==> src/rtl/btn_debounce.sv <==
// Four-button debouncer with synchronisers, press pulses and an event strobe carrying a code and the switch value.
// Optional auto-repeat while a button is held: define BTN_AUTOREPEAT_EN.
module btn_debounce #(
    parameter int BOUND         = 1000000,
    parameter int REPEAT_DELAY  = 25000000,
    parameter int REPEAT_PERIOD = 5000000
) (
    input  logic       clk,
    input  logic       rst,
    input  logic       BTN_SOUTH,
    input  logic       BTN_WEST,
    input  logic       BTN_NORTH,
    input  logic       BTN_EAST,
    input  logic [3:0] SW,
    output logic [3:0] btn_level,
    output logic [3:0] btn_press,
    output logic       evt_valid,
    output logic [1:0] evt_code,
    output logic [3:0] evt_sw
);

    localparam int CW = $clog2(BOUND);

    if (BOUND < 2 || BOUND > 2097151 || REPEAT_DELAY < 1 || REPEAT_PERIOD < 1) begin : g_bad_param
        $error("btn_debounce: parameter out of range");
    end

    logic [3:0]    btn_raw;
    logic [3:0]    btn_s1_q, btn_s2_q;
    logic [3:0]    sw_s1_q, sw_s2_q;
    logic [CW-1:0] cnt_q [4];
    logic [CW-1:0] cnt_d [4];
    logic [3:0]    level_q, level_d, level_prev_q;
    logic [3:0]    press_q, press_d;
    logic [1:0]    evt_code_q, evt_code_d;
    logic [3:0]    evt_sw_q, evt_sw_d;

    assign btn_raw = {BTN_SOUTH, BTN_WEST, BTN_NORTH, BTN_EAST};

`ifdef BTN_AUTOREPEAT_EN
    localparam int RMAX = (REPEAT_DELAY > REPEAT_PERIOD) ? REPEAT_DELAY : REPEAT_PERIOD;
    localparam int RW   = $clog2(RMAX + 1);

    logic [RW-1:0] rpt_q [4];
    logic [RW-1:0] rpt_d [4];
    logic [3:0]    rpt_hit;

    // Timer loads on the initial pulse, then reloads with the period each time it expires.
    always_comb begin
        for (int i = 0; i < 4; i++) begin
            rpt_hit[i] = level_q[i] & level_prev_q[i] & (rpt_q[i] == '0);
            if (!level_q[i]) begin
                rpt_d[i] = '0;
            end else if (!level_prev_q[i]) begin
                rpt_d[i] = RW'(REPEAT_DELAY - 1);
            end else if (rpt_q[i] == '0) begin
                rpt_d[i] = RW'(REPEAT_PERIOD - 1);
            end else begin
                rpt_d[i] = rpt_q[i] - 1'b1;
            end
        end
    end

    always_ff @(posedge clk) begin
        for (int i = 0; i < 4; i++) begin
            if (rst) begin
                rpt_q[i] <= '0;
            end else begin
                rpt_q[i] <= rpt_d[i];
            end
        end
    end
`endif

    always_comb begin
        for (int i = 0; i < 4; i++) begin
            level_d[i] = level_q[i];
            cnt_d[i]   = '0;
            if (btn_s2_q[i] != level_q[i]) begin
                if (cnt_q[i] == CW'(BOUND - 1)) begin
                    level_d[i] = btn_s2_q[i];
                end else begin
                    cnt_d[i] = cnt_q[i] + 1'b1;
                end
            end
        end

`ifdef BTN_AUTOREPEAT_EN
        press_d = (level_q & ~level_prev_q) | rpt_hit;
`else
        press_d = level_q & ~level_prev_q;
`endif

        evt_code_d = evt_code_q;
        evt_sw_d   = evt_sw_q;
        if (|press_d) begin
            evt_sw_d = sw_s2_q;
            // SOUTH sits in the MSB and wins ties.
            if (press_d[3]) begin
                evt_code_d = 2'd0;
            end else if (press_d[2]) begin
                evt_code_d = 2'd1;
            end else if (press_d[1]) begin
                evt_code_d = 2'd2;
            end else begin
                evt_code_d = 2'd3;
            end
        end
    end

    always_ff @(posedge clk) begin
        if (rst) begin
            btn_s1_q     <= '0;
            btn_s2_q     <= '0;
            sw_s1_q      <= '0;
            sw_s2_q      <= '0;
            level_q      <= '0;
            level_prev_q <= '0;
            press_q      <= '0;
            evt_code_q   <= '0;
            evt_sw_q     <= '0;
            for (int i = 0; i < 4; i++) begin
                cnt_q[i] <= '0;
            end
        end else begin
            btn_s1_q     <= btn_raw;
            btn_s2_q     <= btn_s1_q;
            sw_s1_q      <= SW;
            sw_s2_q      <= sw_s1_q;
            level_q      <= level_d;
            level_prev_q <= level_q;
            press_q      <= press_d;
            evt_code_q   <= evt_code_d;
            evt_sw_q     <= evt_sw_d;
            for (int i = 0; i < 4; i++) begin
                cnt_q[i] <= cnt_d[i];
            end
        end
    end

    assign btn_level = level_q;
    assign btn_press = press_q;
    assign evt_valid = |press_q;
    assign evt_code  = evt_code_q;
    assign evt_sw    = evt_sw_q;

endmodule

==> config.mk <==
export PLATFORM = sky130hd
export DESIGN_NAME = btn_debounce
export DESIGN_NICKNAME = d
export VERILOG_FILES = /design/src/rtl/btn_debounce.sv
export SDC_FILE = /design/constraint.sdc
export NUM_CORES = 1
export LEC_CHECK = 0
export ABC_AREA = 1
export BUFFER_PORTS_ARGS = -buffer_cell sky130_fd_sc_hd__clkbuf_2
export CORE_UTILIZATION = 60
export CTS_CLUSTER_DIAMETER = 30
export DETAILED_ROUTE_END_ITERATION = 10
export PLACE_DENSITY = 0.78
export SLEW_MARGIN = 40
export SYNTH_ARGS = -nofsm -noshare
export SYNTH_HDL_FRONTEND = slang
export SYNTH_SLANG_ARGS = --single-unit
==> constraint.sdc <==
create_clock -name clk -period 1.9 [get_ports clk]
set_input_delay 0 -clock clk [delete_from_list [all_inputs] [get_ports clk]]
set_output_delay 0 -clock clk [all_outputs]
set_load 0.05 [all_outputs]
# [Word-level counts from Yosys, hierarchy flattened]
# Memory sizes are Yosys's and may differ from the RTL's.
# Index checks and enable logic that the tools add are counted.
[totals] out_inout_bits=15 ramBits=80 n_memories=1 reg_bits=34 word_cells=55
[memory_table] memory="cnt_q" depth=4 word_bits=20 rd=4 rd_clocked_by_memory_dff=0 write_ports=4 line="31" text="logic [CW-1:0] cnt_q [4];"
[op_classes] bitwise=6 add_sub_neg=4 n_mux=18 n_reduce_logical=6 n_eq_ne=8
[op_table] op="20-bit 2-to-1 mux" count=12
[op_table] op="20-bit by 1-bit adder with 20-bit output (second input constant)" count=4
[op_table] op="20-bit == test (second input constant)" count=4
[op_table] op="2-bit AND reduction" count=4
[op_table] op="4-bit OR reduction" count=2
[op_table] op="4-bit AND" count=1
[op_table] op="1-bit 2-to-1 mux" count=4
[op_table] op="2-bit 2-to-1 mux" count=2
[op_table] op="1-bit != test" count=4
[op_table] op="4-bit inverter" count=1
[op_table] op="1-bit bitwise OR" count=4

# [Depth between registers and ports, before layout]
# Gate-level depths: netlist of the first run.
[logic_depth] ltp_word=5 ltp_mapped=9 ltp_nobuf=9

# [Least setup slack after synthesis of the first run]
# OpenSTA, ideal clock, no wires.
[synth_path] kind="flip-flop to flip-flop" start="register level_q[3], in the netlist btn_level[3]" end="register evt_sw_q[0], in the netlist evt_sw[0]" required_ns=1.836 path_stages_with_launch=8 arrival_ns=1.494 setup_slack_ns=0.342 setup_time_ns=0.064 path_cell_list="dfxtp_1 -> inv_1 -> or2_2 -> nand2_1 -> nor2_1 -> inv_1 -> nor2_1 -> nor2_1"
[synth_between] elab_chain_len=2
[synth_rtl] item="from (decl)" line="33" text="logic [3:0] level_q, level_d, level_prev_q;"
[synth_rtl] item="from (signal assigned)" line="130" text="level_q <= level_d;"
[synth_rtl] item="4-bit AND" line="91" text="press_d = level_q & ~level_prev_q;"
[synth_rtl] item="4-bit OR reduction" line="96" text="if (|press_d) begin"
[synth_rtl] item="to (signal assigned)" line="134" text="evt_sw_q <= evt_sw_d;"
[synth_rtl] item="to (decl)" line="36" text="logic [3:0] evt_sw_q, evt_sw_d;"
# Every way passes these cells.
# A chain may end at the register's enable or synchronous reset.

==> reports/qor.txt, run 1 <==
status = completed
CTS tree = built
vias in the first global route = 4,318
die width = 95.1 um
Cell Count, Final, Fillers Out = 907
PwrDens = 926 nW/um2
final hold vios = 0
PostCTS Resize Cnt = 0
GR Util All Layers = 0.263
P_leak = 2.16 nW
io pins = 25
peak supply drop = 0.000800 V
Yosys reg bits = 114
Worst EP required = 2300 ps
Die Ht = 95.1 um
core area = 8300 um2
CP arrival = 2050 ps
post-DP HPWL = 7.24 mm
CP Max Fanout = 10
num rows = 33
Post-Syn Nets = 749
startpoint types = register
Die Area = 9050 um2
worst clock skew = 6.79 ps
First-pass DRT Iterations = 5
Post-synth EDFFs = 0
# nets final = 803
vias per std cell = 5.13
initial antenna violation count = 0
Hold Crit Class = in -> reg
Tmin final = 1640 ps
Slew Viols, Final = 0
Rel. slew slack = 0.744
# setup viols final = 0
gpl congestion = 0.907
largest net degree at the start of global routing = 27
final antenna-violating net count = 0
Syn Inst Count = 735
RSZ-0062 raised after global routing = false
Post-Place Cell Area = 5390 um2
IO Port Bufs = 24
via count = 4,652
Fmax = 609 MHz
type of the worst setup path = reg -> reg
CTS clk-pin slew, worst paths = 60 ps
mean post-synth cell area = 7.08 um2
layout cells sized above 1 = 0.116
placed cells = 858
Yosys warning total = 0
setup bufs post-CTS = 0
Area Overhead vs Synth = 18.5%
Synth cell types = 32
wire length per cell = 12.1 um
global-route wire length before repair = 18.4 mm
CP Capture Type = register
synthesized area = 5200 um2
Finished Cell Area = 6170 um2
H-tree depth = 4
most frequent cells in the layout = nor2_1, nand2_1, dfxtp_1
DRT Wirelength = 11.0 mm
CTS max path bufs = 2
setup tns final = 0 ps
Post-synth top flop = dfxtp_1
CTS root buf = clkbuf_8
final period utilization = 0.864
asr flop ratio synth = 0
most common cell after layout, fill and taps aside = nor2_1
detailed router's first-iteration violation count = 191
cts bufs inserted = 17
Worst-Margin Slew = 381 ps
MaxCap Viol Count = 0
Clock Sink Count = 114
Worst-Skew Late Latency = 510 ps
# DRC = 0
initial cell density of the core = 0.627
total gr overflow = 0
number of fill cells = 633
antenna cells = 0
register area share after synthesis = 0.438
[cells in the mapped netlist, types with 5 or more instances]
cell | n | area (um2)
nor2_2 | 9 | 56.3
nor2_1 | 185 | 694
or2_2 | 6 | 37.5
nand2_1 | 158 | 593
o21bai_1 | 5 | 37.5
xnor2_1 | 11 | 96.3
xor2_1 | 23 | 201
a21oi_1 | 31 | 155
nand3_1 | 37 | 185
inv_1 | 77 | 289
o21ai_0 | 14 | 70.1
dfxtp_1 | 114 | 2280
nand4_1 | 9 | 56.3
nor3_1 | 8 | 40.0
nand3b_1 | 5 | 37.5
[state kept, by name (all words and copies together), names as in the netlist]
register and flops:
evt_code 2, btn_press 4, sw_s1_q 4, cnt_q 80, sw_s2_q 4, btn_s2_q 4, evt_sw 4, level_prev_q 4
btn_level 4, btn_s1_q 4
[report_power, final]
| part | total (W) | switching (W) | internal (W) |
|---|---|---|---|
| clock network | 0.00319 | 0.00106 | 0.00213 |
| logic | 0.0000983 | 0.0000522 | 0.0000461 |
| registers | 0.00242 | 0.00000788 | 0.00241 |
[cell type report]
type | instances | area (um2) | share of cell area
Multi-Input combinational cell | 532 | 2530 | 0.411
Sequential cell | 114 | 2280 | 0.370
Clock buffer | 23 | 477 | 0.0773
Timing Repair Buffer | 44 | 313 | 0.0507
Inverter | 80 | 300 | 0.0487
Tap cell | 105 | 131 | 0.0213
Clock inverter | 9 | 128 | 0.0207
[final timing paths]
check / start / end / slack [ps] / depth (start not counted)
hold reg to reg: btn_s1_q[1]$_SDFF_PP0_ / btn_s2_q[1]$_SDFF_PP0_ / 410 / 2
hold / removal: rst / btn_level[0]$_SDFFE_PP0P_ / 390 / 5
setup / recovery: cnt_q[1][0]$_SDFF_PP0_ / cnt_q[1][15]$_SDFF_PP0_ / 260 / 7
setup reg to reg: cnt_q[1][0]$_SDFF_PP0_ / cnt_q[1][15]$_SDFF_PP0_ / 260 / 7
[what timing repair did]
action                     in CTS  in global routing
hold endpoints to repair       32                  0
setup endpoints to repair       0                  0
hold buffers                   17                  0
[stage by stage]
step                      worst slack (ps)  power (W)  hold WS, ps  utilization
after global placement                 375    0.00254          194        0.650
after global routing                   103    0.00586          420        0.743
after floorplan                        342    0.00252          107            -
final                                  258    0.00571          393        0.743
after detailed placement               325    0.00254          196        0.650
after CTS                              288    0.00574          379        0.743
[critical path: stages (launching register included)]
cell	delay (ps)
dfxtp_1	360
ha_1	230
nand3_1	170
nor2_2	190
nand3_1	170
o21ai_2	170
buf_4	190
nor2_1	60
[logic make-up after synthesis]
family | count (synthesis) | synth area share
simple gates | 437 | 0.359
flops | 114 | 0.438
buf+inv | 89 | 0.0745
fa+ha+maj | 4 | 0.00962
compound gates | 57 | 0.0615
xor+xnor | 34 | 0.0572
[metal layers]
metal,track usage,wire length [um],vias to the layer above
met5,0,0,-
li1,-,-,2387
met3,0.0797,676,31
met4,0.111,267,0
met2,0.448,5280,148
met1,0.304,4740,2086
Power figures use the tool's default switching activity.
==> inputs of run 2 (changes only) <==
Settings changed: ABC_AREA 1 to unset.
==> run 2 against run 1 <==
Clock skew about the same; count of clock-buffer cells in the layout decreased by 1; critical endpoint is now cnt_q[1][7]$_SDFF_PP0_; the run now ends with negative setup slack left; wire length decreased by 1.2%; final cell count decreased by 20%; power decreased by 1.5%; hold slack got worse by 150 ps; first-iteration DRC count decreased by 14%; die area decreased by 9.2%.
==> reports/qor.txt, run 2 <==
grt met3 use = 0.0564 (was 0.0797)
GR met2 Demand/Resource = 0.472 (was 0.448)
Clock Sink Count = 114 (unchanged)
Buf/Inv on CP = 1 (unchanged)
register area share after synthesis = 0.484 (was 0.438)
Top Usage Layer GRT = met2 (unchanged)
largest register by flop count = cnt_q (unchanged)
most frequent cells in the layout = dfxtp_1, nor2_1, buf_4 (was nor2_1, nand2_1, dfxtp_1)
vias in the first global route = 3,985 (was 4,318)
Worst-Skew Late Latency = 510 ps (about the same)
slowest cell delay on critical path = 570 ps (was 360 ps)
post-synth top area share = 0.484 (was 0.438)
asr flop ratio synth = 0 (unchanged)
CP Max Fanout = 19 (was 10)
PwrDens = 929 nW/um2 (was 926 nW/um2)
# nets final = 629 (was 803)
Syn Inst Count = 526 (was 735)
max reg flops = 80 (unchanged)
type of the worst setup path = reg -> reg (unchanged)
WHS Endpoint = sw_s1_q[2]$_SDFF_PP0_ (was btn_level[0]$_SDFFE_PP0P_)
cell count of the worst hold path = 3 (was 5)
num rows = 31 (was 33)
DRT Wirelength = 10.8 mm (was 11.0 mm)
final hold vios = 0 (unchanged)
Synth area leaders = dfxtp_1, xnor2_1, nor2_1 (was dfxtp_1, nor2_1, nand2_1)
Cell Count, Final, Fillers Out = 727 (was 907)
via count = 4,106 (was 4,652)
Worst-Margin Slew = 458 ps (was 381 ps)
Util after Layout = 0.817 (was 0.743)
# setup viols final = 35 (was 0)
CTS root buf = clkbuf_8 (unchanged)
CTS clk-pin slew, worst paths = 50 ps (was 60 ps)
Hold Startpoint = SW[2] (was rst)
layout cells sized above 1 = 0.209 (was 0.116)
area leader, netlist = dfxtp_1 (unchanged)
# DRC = 0 (unchanged)
worst clock skew = 7.06 ps (was 6.79 ps)
commonest cells in the netlist = dfxtp_1, nor2_1, xnor2_1 (was nor2_1, nand2_1, dfxtp_1)
Fmax = 512 MHz (was 609 MHz)
initial cell density of the core = 0.637 (was 0.627)
Rel. slew slack = 0.691 (was 0.744)
peak supply drop = 0.000721 V (was 0.000800 V)
io pins = 25 (unchanged)
top-count cell post-synth = dfxtp_1 (was nor2_1)
worst r2r path cells = 5 (was 7)
CTS tree = built (unchanged)
detailed router's first-iteration violation count = 164 (was 191)
post-DP HPWL = 6.56 mm (was 7.24 mm)
CP max stage cell = or4_4 (was dfxtp_1)
GR Util met1 = 0.328 (was 0.304)
Post-Syn Nets = 540 (was 749)
Worst EP required = 2290 ps (was 2300 ps)
Die Area = 8220 um2 (was 9050 um2)
RSZ-0062 raised after global routing = true (was false)
Area Overhead vs Synth = 28.4% (was 18.5%)
Yosys reg bits = 114 (unchanged)
R2R Setup Slk = -50 ps (was 260 ps)
P_leak = 2.04 nW (was 2.16 nW)
Tmin final = 1950 ps (was 1640 ps)
RR Endpoint = cnt_q[1][7]$_SDFF_PP0_ (was cnt_q[1][15]$_SDFF_PP0_)
Slew Viols, Final = 0 (unchanged)
Top delay family on crit path = simple AND/OR/NAND/NOR gates (unchanged)
mean post-synth cell area = 8.97 um2 (was 7.08 um2)
Hold Crit Class = in -> reg (unchanged)
cts bufs inserted = 17 (unchanged)
GR Util All Layers = 0.277 (was 0.263)
placed cells = 679 (was 858)
Finished Cell Area = 6060 um2 (was 6170 um2)
H-tree depth = 4 (unchanged)
vias per std cell = 5.65 (was 5.13)
core area = 7410 um2 (was 8300 um2)
Post-Place Cell Area = 5240 um2 (was 5390 um2)
Post-synth EDFFs = 0 (unchanged)
total gr overflow = 0 (unchanged)
synthesized area = 4720 um2 (was 5200 um2)
failing checks = negative setup slack
MaxCap Viol Count = 0 (unchanged)
final setup margin = -54.4 ps (was 258 ps)
final antenna-violating net count = 0 (unchanged)
initial antenna violation count = 0 (unchanged)
First-pass DRT Iterations = 5 (unchanged)
gpl congestion = 0.806 (was 0.907)
most common cell after layout, fill and taps aside = dfxtp_1 (was nor2_1)
CP arrival = 2340 ps (was 2050 ps)
CP Capture Type = register (unchanged)
startpoint types = register (unchanged)
crit path cell chain = or4b_1, or4_4, o21ai_4, buf_12, nor2_1 (was ha_1, nand3_1, nor2_2, nand3_1, o21ai_2, buf_4, nor2_1)
IO Port Bufs = 24 (unchanged)
FF-to-FF Start = cnt_q[1][7]$_SDFF_PP0_ (was cnt_q[1][0]$_SDFF_PP0_)
status = finished with violations (was completed)
Synth cell types = 42 (was 32)
global-route wire length before repair = 18.2 mm (was 18.4 mm)
CTS max path bufs = 2 (unchanged)
Post-synth top flop = dfxtp_1 (unchanged)
final period utilization = 1.03 (was 0.864)
Die Ht = 90.7 um (was 95.1 um)
antenna cells = 0 (unchanged)
die width = 90.7 um (was 95.1 um)
wire length per cell = 14.9 um (was 12.1 um)
Yosys warning total = 0 (unchanged)
largest net degree at the start of global routing = 21 (was 27)
run 2: repair_timing:
item | in CTS | in global routing
setup endpoints to repair | 24 | 55
gates resized for setup | 7 | 21
hold buffers | 11 | 0
cloned | 1 | 0
setup buffers | 0 | 4
pin swaps | 1 | 8
endpoints found under the hold margin | 20 | 0
run 2: per-layer routing:
| metal | up-vias | routed length, um | part of all wire |
|---|---|---|---|
| met4 | 0 | 265 | 0.024 |
| met1 | 1937 | 4560 | 0.42 |
| met5 | - | 0 | 0 |
| li1 | 2030 | - | - |
| met2 | 113 | 5550 | 0.51 |
| met3 | 26 | 448 | 0.041 |
run 2: how the worst max path moves through the flow:
stage	startpoint	to	slack [ps]	cells past startpoint
2_1_floorplan	cnt_q[1][7]$_SDFF_PP0_	cnt_q[1][7]$_SDFF_PP0_	-30	5
3_3_place_gp	cnt_q[1][7]$_SDFF_PP0_	cnt_q[1][3]$_SDFF_PP0_	40	5
3_5_place_dp	cnt_q[1][7]$_SDFF_PP0_	cnt_q[1][2]$_SDFF_PP0_	2	5
4_1_cts	cnt_q[1][7]$_SDFF_PP0_	cnt_q[1][7]$_SDFF_PP0_	-10	5
5_1_grt	cnt_q[1][7]$_SDFF_PP0_	cnt_q[1][16]$_SDFF_PP0_	-90	5
6_report	cnt_q[1][7]$_SDFF_PP0_	cnt_q[1][7]$_SDFF_PP0_	-50	5
run 2: kinds of logic (layout without fill, tap and decap cells):
group / Yosys count / after routing / share of synthesized area
flops: 114 / 114 / 0.484
fa+ha+maj: 4 / 4 / 0.0106
xor+xnor: 53 / 53 / 0.0984
buf+inv: 35 / 137 / 0.0302
simple gates: 256 / 256 / 0.293
mux: 4 / 4 / 0.00849
compound gates: 60 / 60 / 0.0751
run 2: worst min-delay path: stages:
cell           delay [ps]
dlygate4sd3_1         520
clkbuf_2               90
nor2b_1               110
run 2: through the flow:
step                      total power (W)  setup TNS, ps  setup WS (ps)  hold slack [ps]
final                             0.00562          -1180          -54.4              247
after detailed placement          0.00254              0           2.01              222
after floorplan                   0.00251           -311          -32.7              128
after global routing              0.00577          -2270          -92.6              264
after CTS                         0.00564          -45.3          -12.2              230
after global placement            0.00253              0           42.4              207
run 2: layout make-up:
| class | count | area [um2] |
|---|---|---|
| Clock buffer | 22 | 453 |
| Clock inverter | 10 | 133 |
| Fill cell | 415 | 1350 |
| Inverter | 22 | 82.6 |
| Multi-Input combinational cell | 377 | 2360 |
| Sequential cell | 114 | 2290 |
| Tap cell | 99 | 124 |
| Timing Repair Buffer | 83 | 618 |
run 2: power breakdown:
part	leakage [nW]	switching (W)	internal, W
clock network	0.281	0.00106	0.00205
logic	0.837	0.0000471	0.0000468
registers	0.924	0.00000818	0.00241
total	2.04	0.00111	0.00451
